--- src/rtl/snake_pkg.sv ---
`default_nettype none
// ============================================================================
// Module   : snake_pkg
// Purpose  : Shared types and constants for the snake move sequencer: travel
//            direction encoding, sequencer FSM states, playfield limits and
//            the direction-reversal helper.
// Revision : 1.0 - initial release
// ============================================================================
package snake_pkg;

  localparam int DIR_W = 2;

  typedef enum logic [1:0] {
    DIR_RIGHT = 2'b00,
    DIR_DOWN  = 2'b01,
    DIR_LEFT  = 2'b10,
    DIR_UP    = 2'b11
  } dir_t;

  typedef enum logic [1:0] {
    ST_RUN    = 2'b00,
    ST_PAUSED = 2'b01,
    ST_DEAD   = 2'b10
  } state_t;

  localparam logic [4:0] GRID_MIN  = 5'd1;
  localparam logic [4:0] GRID_MAX  = 5'd28;
  localparam logic [4:0] BORDER_LO = 5'd0;
  localparam logic [4:0] BORDER_HI = 5'd29;

  // Opposite directions differ only in bit 1 (right<->left, down<->up).
  function automatic dir_t opposite(input dir_t d);
    return dir_t'(d ^ 2'b10);
  endfunction

endpackage : snake_pkg
`default_nettype wire

--- src/rtl/snake_dir_fifo.sv ---
`default_nettype none
// ============================================================================
// Module   : snake_dir_fifo
// Purpose  : QDEPTH x 2-bit FIFO of pending turns. No filtering; the caller
//            only pushes when not full and only pops when not empty.
// Ports    : clk_1, rst (async, active-high)
//            push, push_dir  - write request and data
//            pop             - read request (advances head)
//            head_dir        - oldest entry
//            tail_dir        - newest entry
//            level           - occupied entries (0..QDEPTH)
// Revision : 1.0 - initial release
// ============================================================================
module snake_dir_fifo
  import snake_pkg::*;
#(
  parameter int QDEPTH = 4
) (
  input  logic             clk_1,
  input  logic             rst,
  input  logic             push,
  input  logic [DIR_W-1:0] push_dir,
  input  logic             pop,
  output logic [DIR_W-1:0] head_dir,
  output logic [DIR_W-1:0] tail_dir,
  output logic [3:0]       level
);

  localparam int AW = (QDEPTH > 1) ? $clog2(QDEPTH) : 1;
  localparam logic [AW-1:0] c_ptr_one = AW'(1);

  logic [DIR_W-1:0] r_mem [QDEPTH];
  logic [AW-1:0]    r_wr_ptr;
  logic [AW-1:0]    r_rd_ptr;
  logic [3:0]       r_level;
  logic [AW-1:0]    w_tail_ptr;

  // Depth is a power of two, so pointers wrap on natural overflow.
  assign w_tail_ptr = r_wr_ptr - c_ptr_one;
  assign head_dir   = r_mem[r_rd_ptr];
  assign tail_dir   = r_mem[w_tail_ptr];
  assign level      = r_level;

  always_ff @(posedge clk_1 or posedge rst) begin
    if (rst) begin
      r_wr_ptr <= '0;
      r_rd_ptr <= '0;
      r_level  <= '0;
    end else begin
      if (push) r_wr_ptr <= r_wr_ptr + c_ptr_one;
      if (pop)  r_rd_ptr <= r_rd_ptr + c_ptr_one;
      case ({push, pop})
        2'b10:   r_level <= r_level + 4'd1;
        2'b01:   r_level <= r_level - 4'd1;
        default: r_level <= r_level;
      endcase
    end
  end

  // Storage needs no reset: occupancy is tracked by the pointers/level.
  always_ff @(posedge clk_1) begin
    if (push) r_mem[r_wr_ptr] <= push_dir;
  end

endmodule : snake_dir_fifo
`default_nettype wire

--- src/rtl/snake_move_sequencer.sv ---
`default_nettype none
// ============================================================================
// Module   : snake_move_sequencer
// Purpose  : Accepts direction requests over valid/ready, queues legal turns,
//            and advances the snake head one cell every TICK_DIV cycles.
// Ports    : clk_1, rst (async, active-high)
//            pause               - freezes the step counter while high
//            key_valid, key_dir  - direction request (00 R, 01 D, 10 L, 11 U)
//            key_ready           - request accepted on valid & ready
//            mov_dir             - current travel direction
//            head_x, head_y      - head coordinate
//            step                - one-cycle pulse on each head update
//            hit_wall            - sticky collision flag
//            queue_level         - occupied turn-queue entries
// Config   : SNAKE_WRAP_EN - when defined the playfield wraps (1..28) on both
//            axes and collisions never occur.
// Revision : 1.0 - initial release
// ============================================================================
module snake_move_sequencer
  import snake_pkg::*;
#(
  parameter int         TICK_DIV  = 25,
  parameter int         QDEPTH    = 4,
  parameter logic [4:0] START_X   = 5'd3,
  parameter logic [4:0] START_Y   = 5'd3,
  parameter logic [1:0] START_DIR = 2'b00
) (
  input  logic       clk_1,
  input  logic       rst,
  input  logic       pause,
  input  logic       key_valid,
  input  logic [1:0] key_dir,
  output logic       key_ready,
  output logic [1:0] mov_dir,
  output logic [4:0] head_x,
  output logic [4:0] head_y,
  output logic       step,
  output logic       hit_wall,
  output logic [2:0] queue_level
);

  localparam int CW = (TICK_DIV > 1) ? $clog2(TICK_DIV) : 1;
  localparam logic [CW-1:0] c_tick_last = CW'(TICK_DIV - 1);
  localparam logic [CW-1:0] c_tick_one  = CW'(1);
  localparam logic [3:0]    c_qdepth    = 4'(QDEPTH);

  state_t      r_state, w_state_next;
  dir_t        r_mov_dir;
  logic [4:0]  r_head_x, r_head_y;
  logic        r_step, r_hit_wall;
  logic [CW-1:0] r_tick;

  logic [DIR_W-1:0] w_fifo_head, w_fifo_tail;
  logic [3:0]       w_level;
  dir_t             w_ref_dir, w_new_dir;
  logic             w_accept, w_push, w_pop, w_step_evt, w_hit;
  logic [4:0]       w_raw_x, w_raw_y, w_next_x, w_next_y;

  snake_dir_fifo #(.QDEPTH(QDEPTH)) u_fifo (
    .clk_1    (clk_1),
    .rst      (rst),
    .push     (w_push),
    .push_dir (key_dir),
    .pop      (w_pop),
    .head_dir (w_fifo_head),
    .tail_dir (w_fifo_tail),
    .level    (w_level)
  );

  // Ready depends only on registered state (and reset), never on key_valid.
  assign key_ready = !rst && (w_level < c_qdepth) && (r_state != ST_DEAD);
  assign w_accept  = key_valid && key_ready;

  // Filter against the newest pending turn, or the live direction if none.
  assign w_ref_dir = (w_level != 4'd0) ? dir_t'(w_fifo_tail) : r_mov_dir;
  assign w_push    = w_accept && (key_dir != w_ref_dir)
                     && (key_dir != opposite(w_ref_dir));

  assign w_step_evt = (r_state == ST_RUN) && (r_tick == c_tick_last);
  assign w_pop      = w_step_evt && (w_level != 4'd0);
  assign w_new_dir  = w_pop ? dir_t'(w_fifo_head) : r_mov_dir;

  always_comb begin
    w_raw_x = r_head_x;
    w_raw_y = r_head_y;
    case (w_new_dir)
      DIR_RIGHT: w_raw_x = r_head_x + 5'd1;
      DIR_DOWN:  w_raw_y = r_head_y + 5'd1;
      DIR_LEFT:  w_raw_x = r_head_x - 5'd1;
      DIR_UP:    w_raw_y = r_head_y - 5'd1;
      default:   w_raw_x = r_head_x;
    endcase
  end

`ifdef SNAKE_WRAP_EN
  always_comb begin
    w_next_x = w_raw_x;
    w_next_y = w_raw_y;
    if (w_raw_x == BORDER_HI) w_next_x = GRID_MIN;
    if (w_raw_x == BORDER_LO) w_next_x = GRID_MAX;
    if (w_raw_y == BORDER_HI) w_next_y = GRID_MIN;
    if (w_raw_y == BORDER_LO) w_next_y = GRID_MAX;
  end
  assign w_hit = 1'b0;
`else
  // The border cell is committed to the head so the crash position is visible.
  assign w_next_x = w_raw_x;
  assign w_next_y = w_raw_y;
  assign w_hit    = (w_raw_x == BORDER_LO) || (w_raw_x == BORDER_HI) ||
                    (w_raw_y == BORDER_LO) || (w_raw_y == BORDER_HI);
`endif

  // FSM state register
  always_ff @(posedge clk_1 or posedge rst) begin
    if (rst) r_state <= ST_RUN;
    else     r_state <= w_state_next;
  end

  // FSM next-state
  always_comb begin
    w_state_next = r_state;
    case (r_state)
      ST_RUN: begin
        if (w_step_evt && w_hit) w_state_next = ST_DEAD;
        else if (pause)          w_state_next = ST_PAUSED;
      end
      ST_PAUSED: begin
        if (!pause) w_state_next = ST_RUN;
      end
      ST_DEAD:  w_state_next = ST_DEAD;
      default:  w_state_next = ST_RUN;
    endcase
  end

  // Datapath registers
  always_ff @(posedge clk_1 or posedge rst) begin
    if (rst) begin
      r_mov_dir  <= dir_t'(START_DIR);
      r_head_x   <= START_X;
      r_head_y   <= START_Y;
      r_step     <= 1'b0;
      r_hit_wall <= 1'b0;
      r_tick     <= '0;
    end else begin
      r_step <= w_step_evt;
      if (r_state == ST_RUN) begin
        r_tick <= (r_tick == c_tick_last) ? '0 : r_tick + c_tick_one;
      end
      if (w_step_evt) begin
        r_mov_dir <= w_new_dir;
        r_head_x  <= w_next_x;
        r_head_y  <= w_next_y;
        if (w_hit) r_hit_wall <= 1'b1;
      end
    end
  end

  assign mov_dir     = r_mov_dir;
  assign head_x      = r_head_x;
  assign head_y      = r_head_y;
  assign step        = r_step;
  assign hit_wall    = r_hit_wall;
  assign queue_level = (w_level > 4'd7) ? 3'd7 : w_level[2:0];

endmodule : snake_move_sequencer
`default_nettype wire

--- config.mk ---
export PLATFORM = sky130hd
export DESIGN_NAME = snake_move_sequencer
export DESIGN_NICKNAME = d
export VERILOG_FILES = /design/src/rtl/snake_pkg.sv /design/src/rtl/snake_dir_fifo.sv /design/src/rtl/snake_move_sequencer.sv
export SDC_FILE = /design/constraint.sdc
export NUM_CORES = 1
export LEC_CHECK = 0
export ABC_AREA = 1
export CAP_MARGIN = 25
export CELL_PAD_IN_SITES_DETAIL_PLACEMENT = 1
export CELL_PAD_IN_SITES_GLOBAL_PLACEMENT = 1
export CORE_MARGIN = 8
export CORE_UTILIZATION = 25
export CTS_CLUSTER_SIZE = 30
export DETAILED_ROUTE_END_ITERATION = 8
export MAX_ROUTING_LAYER = met4
export PLACE_DENSITY = 0.54
export SLEW_MARGIN = 30
export SYNTH_ARGS = -nofsm -noshare
export SYNTH_HDL_FRONTEND = slang
export SYNTH_SLANG_ARGS = --single-unit
--- constraint.sdc ---
create_clock -name clk_1 -period 3.8 [get_ports clk_1]
set_clock_uncertainty 0.1 [all_clocks]
set_input_delay 0.76 -clock clk_1 [delete_from_list [all_inputs] [get_ports clk_1]]
set_output_delay 0.76 -clock clk_1 [all_outputs]
set_load 0.05 [all_outputs]
Yosys cells after proc, flatten, opt, wreduce, memory -nomap -nowiden
Memory sizes are Yosys's and may differ from the RTL's.
Index checks and enable logic that the tools add are counted.
Word-level totals
  memories kept: 1
  word-level logic and storage cells: 72
  bits in writable memories: 8
  input bits: 6
  output and inout bits: 18
  register bits after elaboration: 29
Cells by class
  bitwise logic cells: 1
  reduce and logical (&&, ||, !) cells: 20
  multiplexer cells: 13
  $add $sub $neg: 10
  $lt $le $gt $ge: 2
  equality and inequality tests: 15
Memories
  u_fifo.r_mem: words 4, bits a word 2, rd ports 2, clocked after Yosys merged registers in 0, wr ports 1, RTL line snake_dir_fifo.sv:32  | logic [DIR_W-1:0] r_mem [QDEPTH];
Operators by type and width (number)
  $pmux W5 S2: 2
  $add A5 B1 Y5 const B: 3
  $eq A5 B5 Y1 const B: 3
  $logic_not A5 Y1: 2
  $mux W2: 5
  $sub A5 B1 Y5 const B: 2
  $eq A2 B2 Y1 const B: 4
  $logic_and A1 B1 Y1: 8
  $pmux W4 S2: 1
  $eq A2 B1 Y1 const B: 3
  $pmux W2 S3: 1
  $mux W5: 1
  $add A2 B1 Y2 const B: 2
  $add A4 B1 Y4 const B: 1
  $gt A4 B3 Y1 const B: 1
  $logic_not A2 Y1: 2
  $lt A4 B3 Y1 const B: 1
  $ne A2 B2 Y1: 2
  $ne A2 B2 Y1 const B: 2
  $reduce_and A2 Y1: 2
  $reduce_bool A4 Y1: 1
  $sub A4 B1 Y4 const B: 1
  $logic_or A1 B1 Y1: 3
  $mux W3: 1
  other kinds (6): 7

Logic depth before layout (Yosys ltp)
Gate-level depths: netlist of the first run.
  depth after elaboration: 13
  depth in mapped cells: 27
  mapped depth without buffers: 26

Cells and area by module
Synthesis of the first run repeated with hierarchy kept, for this count alone.
Second synthesis, totals
  cells, all modules: 345
  area total of the unflattened synthesis: 2600.0 µm²
By module, submodules not included
  snake_move_sequencer: sequential area each 530.5 µm², area each 1730.4 µm², instances 1, cells an instance 252
  snake_dir_fifo: sequential area each 440.4 µm², area each 869.6 µm², instances 1, cells an instance 93

Least setup slack after synthesis of the first run
Ideal clock, no wire load.
  path kind: in2reg
  from: input rst
  to: register u_fifo.r_level[3] (netlist: u_fifo.level[3])
  path slack: -106 ps
  library setup time: 122 ps
  data required time: 3578 ps
  stages on the path: 11
  path buffers: 0
  arrival: 3683 ps
  path through: nor3_1 -> nand4_1 -> ha_1 -> ha_1 -> nand2_1 -> nor2_1 -> a211oi_1 -> nor2_1 -> nor2_1 -> nand2_1 -> xor2_1
On the way
  cells in the longest elaborated chain, start to end: 8
  elaborated cells on any way between the ends: 10
  classes of those cells: eq/ne: 2; mux: 1; reduce/logical: 7
Ends and longest elaborated chain
  from (decl): RTL line snake_move_sequencer.sv:29  | input logic rst,
  $logic_not A1 Y1 (no line) *
  $logic_and A1 B1 Y1 * (2 in a row): RTL line snake_move_sequencer.sv:71  | assign key_ready = !rst && (w_level < c_qdepth) && (r_state != ST_DEAD);
  $logic_and A1 B1 Y1 *: RTL line snake_move_sequencer.sv:72  | assign w_accept = key_valid && key_ready;
  $logic_and A1 B1 Y1 *: RTL line snake_move_sequencer.sv:76  | assign w_push = w_accept && (key_dir != w_ref_dir)
  $logic_and A1 B1 Y1 *: RTL line snake_move_sequencer.sv:77  | && (key_dir != opposite(w_ref_dir));
  $eq A2 B1 Y1 or $eq A2 B2 Y1 (tied branches): RTL line snake_dir_fifo.sv:52  | case ({push, pop})
  $pmux W4 S2 or $reduce_bool A2 Y1 (tied branches)
  to (signal assigned): RTL line snake_dir_fifo.sv:53  | 2'b10: r_level <= r_level + 4'd1;
  to (signal assigned): RTL line snake_dir_fifo.sv:54  | 2'b01: r_level <= r_level - 4'd1;
  to (signal assigned): RTL line snake_dir_fifo.sv:55  | default: r_level <= r_level;
  to (decl): RTL line snake_dir_fifo.sv:35  | logic [3:0] r_level;
Mark *: on every way between the ends. The rest lies on a longest branch, timed or not.
A chain may end at the register's enable or synchronous reset.

Worst setup path after layout of the first run
  from: register u_fifo.r_wr_ptr[0]
  to: register u_fifo.r_level[3] (netlist: u_fifo.level[3])
On the way
  cells in the longest elaborated chain, start to end: 8
  elaborated cells on any way between the ends: 12
  classes of those cells: add/sub: 1; eq/ne: 4; mux: 2; bitwise: 1; reduce/logical: 3; memory: 1
Ends and longest elaborated chain
  from (decl): RTL line snake_dir_fifo.sv:33  | logic [AW-1:0] r_wr_ptr;
  from (signal assigned): RTL line snake_dir_fifo.sv:50  | if (push) r_wr_ptr <= r_wr_ptr + c_ptr_one;
  $sub A2 B1 Y2 *: RTL line snake_dir_fifo.sv:39  | assign w_tail_ptr = r_wr_ptr - c_ptr_one;
  named net u_fifo.w_tail_ptr[0]: RTL line snake_dir_fifo.sv:36  | logic [AW-1:0] w_tail_ptr;
  $mem_v2 Z4 W2 *
  $mux W2 *: RTL line snake_move_sequencer.sv:75  | assign w_ref_dir = (w_level != 4'd0) ? dir_t'(w_fifo_tail) : r_mov_dir;
  $ne A2 B2 Y1 or $not A1 Y1 (tied branches)
  $logic_and A1 B1 Y1 or $ne A2 B2 Y1 (tied branches): RTL line snake_move_sequencer.sv:76, snake_move_sequencer.sv:77
  $logic_and A1 B1 Y1 *: RTL line snake_move_sequencer.sv:77
  $eq A2 B1 Y1 or $eq A2 B2 Y1 (tied branches): RTL line snake_dir_fifo.sv:52
  $pmux W4 S2 or $reduce_bool A2 Y1 (tied branches)
Mark *: on every way through the listed nets, which the timed path passes. The rest lies on a longest branch.

==> summary.md, run 1 <==
| Metric | Value |
|---|---|
| Syn nets | 359 |
| Signal arrival time at the worst endpoint | 3.27 ns |
| Distinct cell type count after synthesis | 31 |
| Start point of the critical path | u_fifo.r_wr_ptr[0]$_DFFE_PP0P_ |
| Register bit total from synthesis | 37 |
| Hold/Removal Path Class | reg2reg |
| Clock slew at the register clock pins of the worst setup and hold paths | about 0.08 ns |
| Count of pins on the block boundary | 24 |
| Number of gates resized after CTS | 0 |
| Switching power of the nets | about 0.99 mW |
| RD Place Congestion | ~0.75 |
| Relative contribution of sequential cells to total power | 30.7% |
| Starting density of the core | between 20% and 30% |
| Primary flip-flop cell chosen by synthesis mapping | sky130_fd_sc_hd__dfrtp_1 |
| Total Wirelength | around 6400 um |
| Count of flip-flops with a built-in enable after synthesis | 8 |
| Width of the die | about 120 um |
| Number of nets in the final layout | 388 |
| Share of synthesized cell area in full adder, half adder and majority cells | 6.29% |
| Worst reg2reg path startpoint | u_fifo.r_wr_ptr[0]$_DFFE_PP0P_ |
| Share of cell area taken by muxes after synthesis | 0% |
| Final hold violations | 0 |
| Buffer cell driving the clock tree root | sky130_fd_sc_hd__clkbuf_8 |
| Initial drt markers | 60 |
| Largest net degree at the start of global routing | 30 |
| Area taken by multi-input logic gates | roughly 1300 sq um |
| Pre-CTS WS | 0.561 ns |
| Leading cell type in the layout, fill and taps excluded | sky130_fd_sc_hd__nand2_1 |
| Worst-case headroom to the max-slew limit | between 60% and 70% |
| P_leak | 1.48 nW |
| Number of buffers added by the clock tree synthesis step | 5 |
| Kind of end point of the critical path | flip-flop |
| FFs w/ async S/R, synth | between 70% and 80% |
| Routed len/inst | ~13 um |
| Clock tree from TritonCTS | done |
| Number of max-cap violations | 0 |
| Maximum level of the CTS H-tree | 2 |
| First-pass detailed-route iteration total | 4 |
| CP Launch Type | flip-flop |
| CTS sink cnt | 37 |
| Max-slew violation count | 0 |
| Instance count of the mapped netlist | between 300 and 400 |
| Post-route core utilization | a little over 30% |
| Die Footprint | 13,500 sq um |
| Area of the core | roughly 10000 sq um |
| Share of post-route cells with drive strength above 1 | 12.7% |
| Critical path start-end classification | reg2reg |
| Total inserted antenna cells | 0 |
| Average footprint of a synthesized cell | about 7.3 sq um |
| Number of endpoints failing setup at the final stage | 0 |
| Clock latency reported for the late side of the worst-skew pair | ~0.29 ns |
| Design Area, Final | between 2000 and 3000 sq um |
| Total of warnings raised by yosys | 0 |
| Combinational group share of total power | a little over half |
| Required time of the critical path | a little under 4 ns |
| Switching part of the total power | 49.9% |
| Area delta synth->final | 19.5% |
| Hold Startpoint | u_fifo.level[0]$_DFFE_PP0P_ |
| Pwr per Cell Area | about 660 nW/um^2 |
| Xor-xnor portion of the synthesized cell area | about 3.5% |
| Worst Path Max Fanout | 5 |
| Cell depth of the worst hold path | 1 |
| Cells on worst reg2reg path | 16 |
| Max Buffers Root-to-Sink | 2 |
| Internal Pwr Total | roughly 1 mW |
| Min cycle time layout | between 3 and 4 ns |
| Detail Route Antenna Nets | 0 |
| Clock Power Share | 14.4% |
| Leading cell types in the layout, fill and taps excluded | 102 x sky130_fd_sc_hd__nand2_1, 56 x sky130_fd_sc_hd__inv_1, 32 x sky130_fd_sc_hd__nand3_1, 26 x sky130_fd_sc_hd__o21ai_0, 25 x sky130_fd_sc_hd__dfrtp_1 |
| Total global-route track usage | a little over a tenth |
| Setup slack, reg-to-reg | a little over 0.6 ns |
| Worst ir drop on vdd | between 150 and 200 uV |
| Total negative setup slack | 0 ns |
| Number of setup buffers added after CTS | 0 |
| Combinational family with the most area after synthesis | simple AND/OR/NAND/NOR gates |
| Setup repair after global routing missed its margin | no |
| Number of antenna violations at the first check in global routing | 0 |
| Worst Hold Slack | about 0.40 ns |
| Post-place instance area | ~2900 sq um |
| GR Overflow Total | 0 |
| Number of vias per cell after detailed routing | around 4.3 |
| Maximum achievable frequency | between 300 and 400 MHz |
| Placed wire-length estimate after detailed placement | around 5200 um |
| Number of remaining DRC errors | 0 |
| Port bufs | 23 |
| Hold Buf Count CTS | 0 |
| Slew at the pin closest to its max-slew limit | between 0.5 and 0.6 ns |
| FF+latch area | a little under 1000 sq um |
| Fraction of the mapped netlist area in compound gates | under 10% |
| Result of the run | completed |
| Share of synthesized cell area in and, or, nand and nor gates | 32.9% |
| Part of the Yosys area used for sequential elements | between 30 and 40% |
| Fill cell total of the finished layout | approximately 1,200 |
| Final setup slack of the worst path | slightly above 0.6 ns |
| Netlist area before placement | ~2500 sq um |
| Total via count in the routed design | ~2,200 |
| Vias in the first global route | 2,247 |
| Final worst-path cycle share | between 80% and 90% |
| Standard-cell row count | 36 |
| Global-route wire length before repair | ~11,000 um |
| Die height | between 100 and 150 um |
## synthesized netlist by cell type (4+ instances only)
master / number / area, sq um
sky130_fd_sc_hd__a21oi_1: 6 / 30.0
sky130_fd_sc_hd__dfrtp_1: 25 / 626
sky130_fd_sc_hd__dfstp_2: 4 / 105
sky130_fd_sc_hd__edfxtp_1: 8 / 240
sky130_fd_sc_hd__ha_1: 11 / 138
sky130_fd_sc_hd__inv_1: 56 / 210
sky130_fd_sc_hd__inv_2: 6 / 22.5
sky130_fd_sc_hd__nand2_1: 102 / 383
sky130_fd_sc_hd__nand2_2: 11 / 68.8
sky130_fd_sc_hd__nand3_1: 32 / 160
sky130_fd_sc_hd__nor2_1: 18 / 67.6
sky130_fd_sc_hd__o21ai_0: 26 / 130
sky130_fd_sc_hd__xor2_1: 9 / 78.8
## kinds of logic (layout without fill, tap and decap cells)
| family | after synthesis | count (layout) |
|---|---|---|
| flops | 37 | 37 |
| fa+ha+maj | 12 | 12 |
| xor+xnor | 10 | 10 |
| compound gates | 36 | 36 |
| simple gates | 179 | 179 |
| buf+inv | 67 | 97 |
## state kept, by name (all words and copies together), names as in the netlist
name and flops:
head_x 5, head_y 5, hit_wall 1, mov_dir 2, r_state 2, r_tick 5
step 1, u_fifo.level 4, u_fifo.r_mem 8, u_fifo.r_rd_ptr 2, u_fifo.r_wr_ptr 2
## critical path: stages, from the launching register on
cell,delay [ns]
sky130_fd_sc_hd__dfrtp_1,0.43
sky130_fd_sc_hd__inv_1,0.14
sky130_fd_sc_hd__ha_1,0.34
sky130_fd_sc_hd__a21oi_1,0.12
sky130_fd_sc_hd__o21ai_0,0.10
sky130_fd_sc_hd__a31oi_1,0.23
sky130_fd_sc_hd__or2_2,0.14
sky130_fd_sc_hd__nand4_1,0.12
sky130_fd_sc_hd__ha_1,0.29
sky130_fd_sc_hd__ha_1,0.33
sky130_fd_sc_hd__nand2_1,0.08
sky130_fd_sc_hd__nor2_1,0.04
sky130_fd_sc_hd__a211oi_1,0.25
sky130_fd_sc_hd__nor2_1,0.07
sky130_fd_sc_hd__nor2_1,0.09
sky130_fd_sc_hd__nand2_1,0.06
sky130_fd_sc_hd__xor2_1,0.13
## per-layer routing
metal  track usage [%]  vias up  wire [um]
met5                 -        -          0
li1                  -     1120          -
met4              3.63        0         63
met3              1.45        4         99
met2              17.5       16       3070
met1              13.5     1014       3190
## final cells by class
class                   count  share of cell area [%]
multi-input cells         237                    42.5
flip-flops and latches     37                    32.4
repair buffers             27                    8.69
inverters                  62                    7.77
well taps                 133                    5.56
clock buffers               5                    2.30
clock inverters             3                   0.710
## path summary, 6_finish.rpt
check,end
worst max-delay path,u_fifo.level[3]$_DFFE_PP0P_
worst min-delay path,u_fifo.level[0]$_DFFE_PP0P_
worst max register to register,u_fifo.level[3]$_DFFE_PP0P_
worst min register to register,u_fifo.level[0]$_DFFE_PP0P_
max in group asynchronous,head_x[1]$_DFFE_PP1N_
min in group asynchronous,u_fifo.r_wr_ptr[1]$_DFFE_PP0P_
## power by group through the flow
stage | sequential [mW] | clock [mW] | combinational, mW
global placement | 0.615 | 0 | 1.10
global route | 0.624 | 0.316 | 1.23
floorplan | 0.714 | 0 | 0.696
CTS | 0.609 | 0.298 | 1.11
finish | 0.605 | 0.285 | 1.08
detailed placement | 0.616 | 0 | 1.11
## through the flow
step / std cells / power (mW)
final: 504 / 1.97
after CTS: 504 / 2.02
after detailed placement: 496 / 1.72
after floorplan: 341 / 1.41
after global routing: 504 / 2.17
after global placement: 496 / 1.71
Note: power is estimated with default switching activity, not from simulation.
==> run 2: changes to the inputs <==
- PLACE_DENSITY: 0.54 -> 0.56
- clock period: 3.8 -> 2.89 ns (I/O delays scaled with it)
==> run 2 against run 1 <==
Net effect:
- the run now ends with negative setup slack left
- largest power group unchanged
- flip-flop and latch count unchanged
- power grew 66%
- worst setup slack got worse by 0.72 ns
- largest cell class unchanged
- clock power rose by 62%
- count of clock-buffer cells in the layout rose by 1
==> summary.md, run 2 (same netlist as run 1, synthesis figures left out) <==
| Metric | Value |
|---|---|
| Result of the run | complete, but fails checks |
| Violated checks | negative setup slack |
| Kind of cell adding the most delay to the critical path | adder cells |
| Critical path buffer and inverter count | 2 |
| Slowest library cell on the worst path | sky130_fd_sc_hd__dfrtp_1 |
| Cells on worst reg2reg path | 17 |
| Clock Power Share | between 10% and 20% |
| Worst ir drop on vdd | between 200 and 300 uV |
| Width of the die | around 120 um |
| First-pass detailed-route iteration total | 4 |
| Clock tree from TritonCTS | done |
| Hold/Removal Path Class | reg2reg |
| Clock latency reported for the late side of the worst-skew pair | around 0.29 ns |
| Port bufs | 23 |
| Worst reg2reg path startpoint | u_fifo.r_wr_ptr[1]$_DFFE_PP0P_ |
| Leading cell types in the layout, fill and taps excluded | 76 x sky130_fd_sc_hd__nand2_1, 44 x sky130_fd_sc_hd__inv_1, 34 x sky130_fd_sc_hd__buf_4, 27 x sky130_fd_sc_hd__nand2_2, 25 x sky130_fd_sc_hd__dfrtp_1 |
| Setup slack, reg-to-reg | -0.10 ns |
| Number of antenna violations at the first check in global routing | 0 |
| Number of buffers added by the clock tree synthesis step | 5 |
| CTS sink cnt | 37 |
| Maximum level of the CTS H-tree | 2 |
| Starting density of the core | 25.7% |
| Cell depth of the worst hold path | 1 |
| Final worst-path cycle share | 104% |
| Total Wirelength | approximately 7400 um |
| Worst Path Max Fanout | 3 |
| Detail Route Antenna Nets | 0 |
| Max-slew violation count | 0 |
| Number of remaining DRC errors | 0 |
| Global-route wire length before repair | about 12,000 um |
| Die Footprint | around 13,000 sq um |
| Post-place instance area | ~3000 sq um |
| Switching power of the nets | roughly 1.6 mW |
| Combinational group share of total power | between 60% and 70% |
| Die height | ~120 um |
| Most flop-heavy register | u_fifo.r_mem |
| Signal arrival time at the worst endpoint | between 3 and 4 ns |
| CP Launch Type | flip-flop |
| Setup repair after global routing missed its margin | yes |
| GR Overflow Total | 0 |
| Critical path start-end classification | reg2reg |
| Internal Pwr Total | between 1.5 and 2 mW |
| Placed wire-length estimate after detailed placement | roughly 5500 um |
| Leading cell type in the layout, fill and taps excluded | sky130_fd_sc_hd__nand2_1 |
| Required time of the critical path | just under 3 ns |
| Largest net degree at the start of global routing | 30 |
| RD Place Congestion | around 0.74 |
| Number of vias per cell after detailed routing | ~4.4 |
| Buffer cell driving the clock tree root | sky130_fd_sc_hd__clkbuf_8 |
| Vias in the first global route | 2,431 |
| Routed len/inst | 13.9 um |
| CP Cell Sequence | inv_2 > ha_4 > inv_4 > a21oi_2 > o21ai_1 > a31oi_1 > or2_4 > nand4_1 > ha_4 > ha_4 > nand2_2 > nor2_2 > a211oi_2 > nor2_1 > nor2_1 > nand2_1 > xor2_1 |
| Share of post-route cells with drive strength above 1 | around a third |
| Slowest cell delay on critical path | roughly 0.37 ns |
| Slew at the pin closest to its max-slew limit | between 0.5 and 0.6 ns |
| Max Buffers Root-to-Sink | 2 |
| Number of endpoints failing setup at the final stage | 1 |
| P_leak | roughly 1.7 nW |
| Worst-case headroom to the max-slew limit | ~66% |
| Standard-cell row count | 36 |
| Cell with the most instances on the worst path | sky130_fd_sc_hd__ha_4 |
| Flip-flop count of the largest register after layout | 8 |
| Number of nets in the final layout | 420 |
| Area of the core | approximately 9700 sq um |
| Final hold violations | 0 |
| Pwr per Cell Area | ~900 nW/um^2 |
| Number of max-cap violations | 0 |
| Area delta synth->final | 44.5% |
| Kind of end point of the critical path | flip-flop |
| Count of pins on the block boundary | 24 |
| Clock slew at the register clock pins of the worst setup and hold paths | ~0.080 ns |
| Switching part of the total power | a little under half |
| Endpoint of the lowest-slack register-to-register path | u_fifo.level[3]$_DFFE_PP0P_ |
| Total inserted antenna cells | 0 |
| Fill cell total of the finished layout | around 1,200 |
| Hold Startpoint | u_fifo.level[0]$_DFFE_PP0P_ |
| Relative contribution of sequential cells to total power | about 25% |
| Initial drt markers | 56 |
| Design Area, Final | between 3000 and 4000 sq um |
| Total global-route track usage | approximately 11% |
| Min cycle time layout | approximately 3.0 ns |
| Hold Path Sink | u_fifo.level[0]$_DFFE_PP0P_ |
| Final setup slack of the worst path | -0.104 ns |
| Total via count in the routed design | around 2,300 |
| Overall power consumption | 3.27 mW |
| Maximum achievable frequency | roughly 330 MHz |
[run 2: cell count changes in the layout (fill, tap and decap cells not counted), moves of 9 or more]
cell,change
sky130_fd_sc_hd__buf_4,+30
sky130_fd_sc_hd__inv_1,-12
sky130_fd_sc_hd__inv_2,+10
sky130_fd_sc_hd__nand2_1,-26
sky130_fd_sc_hd__nand2_2,+16
sky130_fd_sc_hd__nand2_4,+9
[run 2: power groups by stage]
stage	logic, mW	clock network, mW	registers [mW]
after floorplan	0.924	0	0.942
after global placement	1.49	0	0.807
after detailed placement	1.53	0	0.810
after CTS	1.56	0.475	0.801
after global routing	2.19	0.496	0.841
final	1.99	0.461	0.822
[run 2: cell type report]
type                            instances  area [sq um]  area share [%]
Timing Repair Buffer                   59           509            14.1
Clock inverter                          2          38.8            1.07
Inverter                               62           238            6.57
Sequential cell                        37           971            26.8
Multi-Input combinational cell        237          1620            44.9
Tap cell                              133           166            4.60
Clock buffer                            6          72.6            2.00
[run 2: routing by layer]
metal,up-vias,track usage [%],part of all wire [%]
li1,1184,-,-
met3,5,1.81,2.2
met1,1127,12.8,43
met4,0,3.37,1.1
met5,-,-,0
met2,22,19.9,53
[run 2: worst max-delay path by stage]
| stage | from | end | cells after the start |
|---|---|---|---|
| 2_1_floorplan | u_fifo.level[2]$_DFFE_PP0P_ | u_fifo.level[3]$_DFFE_PP0P_ | 13 |
| 3_3_place_gp | r_tick[1]$_DFFE_PP0N_ | r_state[1]$_DFFE_PP0P_ | 19 |
| 3_5_place_dp | r_tick[0]$_DFFE_PP0N_ | hit_wall$_DFFE_PP0P_ | 19 |
| 4_1_cts | r_tick[0]$_DFFE_PP0N_ | hit_wall$_DFFE_PP0P_ | 25 |
| 5_1_grt | u_fifo.r_wr_ptr[1]$_DFFE_PP0P_ | u_fifo.level[3]$_DFFE_PP0P_ | 17 |
| 6_report | u_fifo.r_wr_ptr[1]$_DFFE_PP0P_ | u_fifo.level[3]$_DFFE_PP0P_ | 17 |
[run 2: repair_timing]
item | in CTS | in global routing
setup buffers | 1 | 17
cloned | 0 | 0
hold buffers | 0 | 0
resized for setup | 5 | 85
endpoints found under the setup margin | 4 | 5
pin swaps | 2 | 53
[run 2: through the flow]
| step | utilization [%] | hold slack [ns] | instances | TNS, ns | setup slack, ns |
|---|---|---|---|---|---|
| 2_1_floorplan | - | 0.360 | 341 | -0.0524 | -0.0524 |
| 3_3_place_gp | 31.2 | 0.382 | 510 | -0.00593 | -0.00216 |
| 3_5_place_dp | 31.2 | 0.383 | 510 | -0.197 | -0.0757 |
| 4_1_cts | 32.6 | 0.396 | 519 | -0.00849 | -0.00849 |
| 5_1_grt | 37.2 | 0.426 | 536 | -0.390 | -0.280 |
| 6_report | 37.2 | 0.392 | 536 | -0.104 | -0.104 |
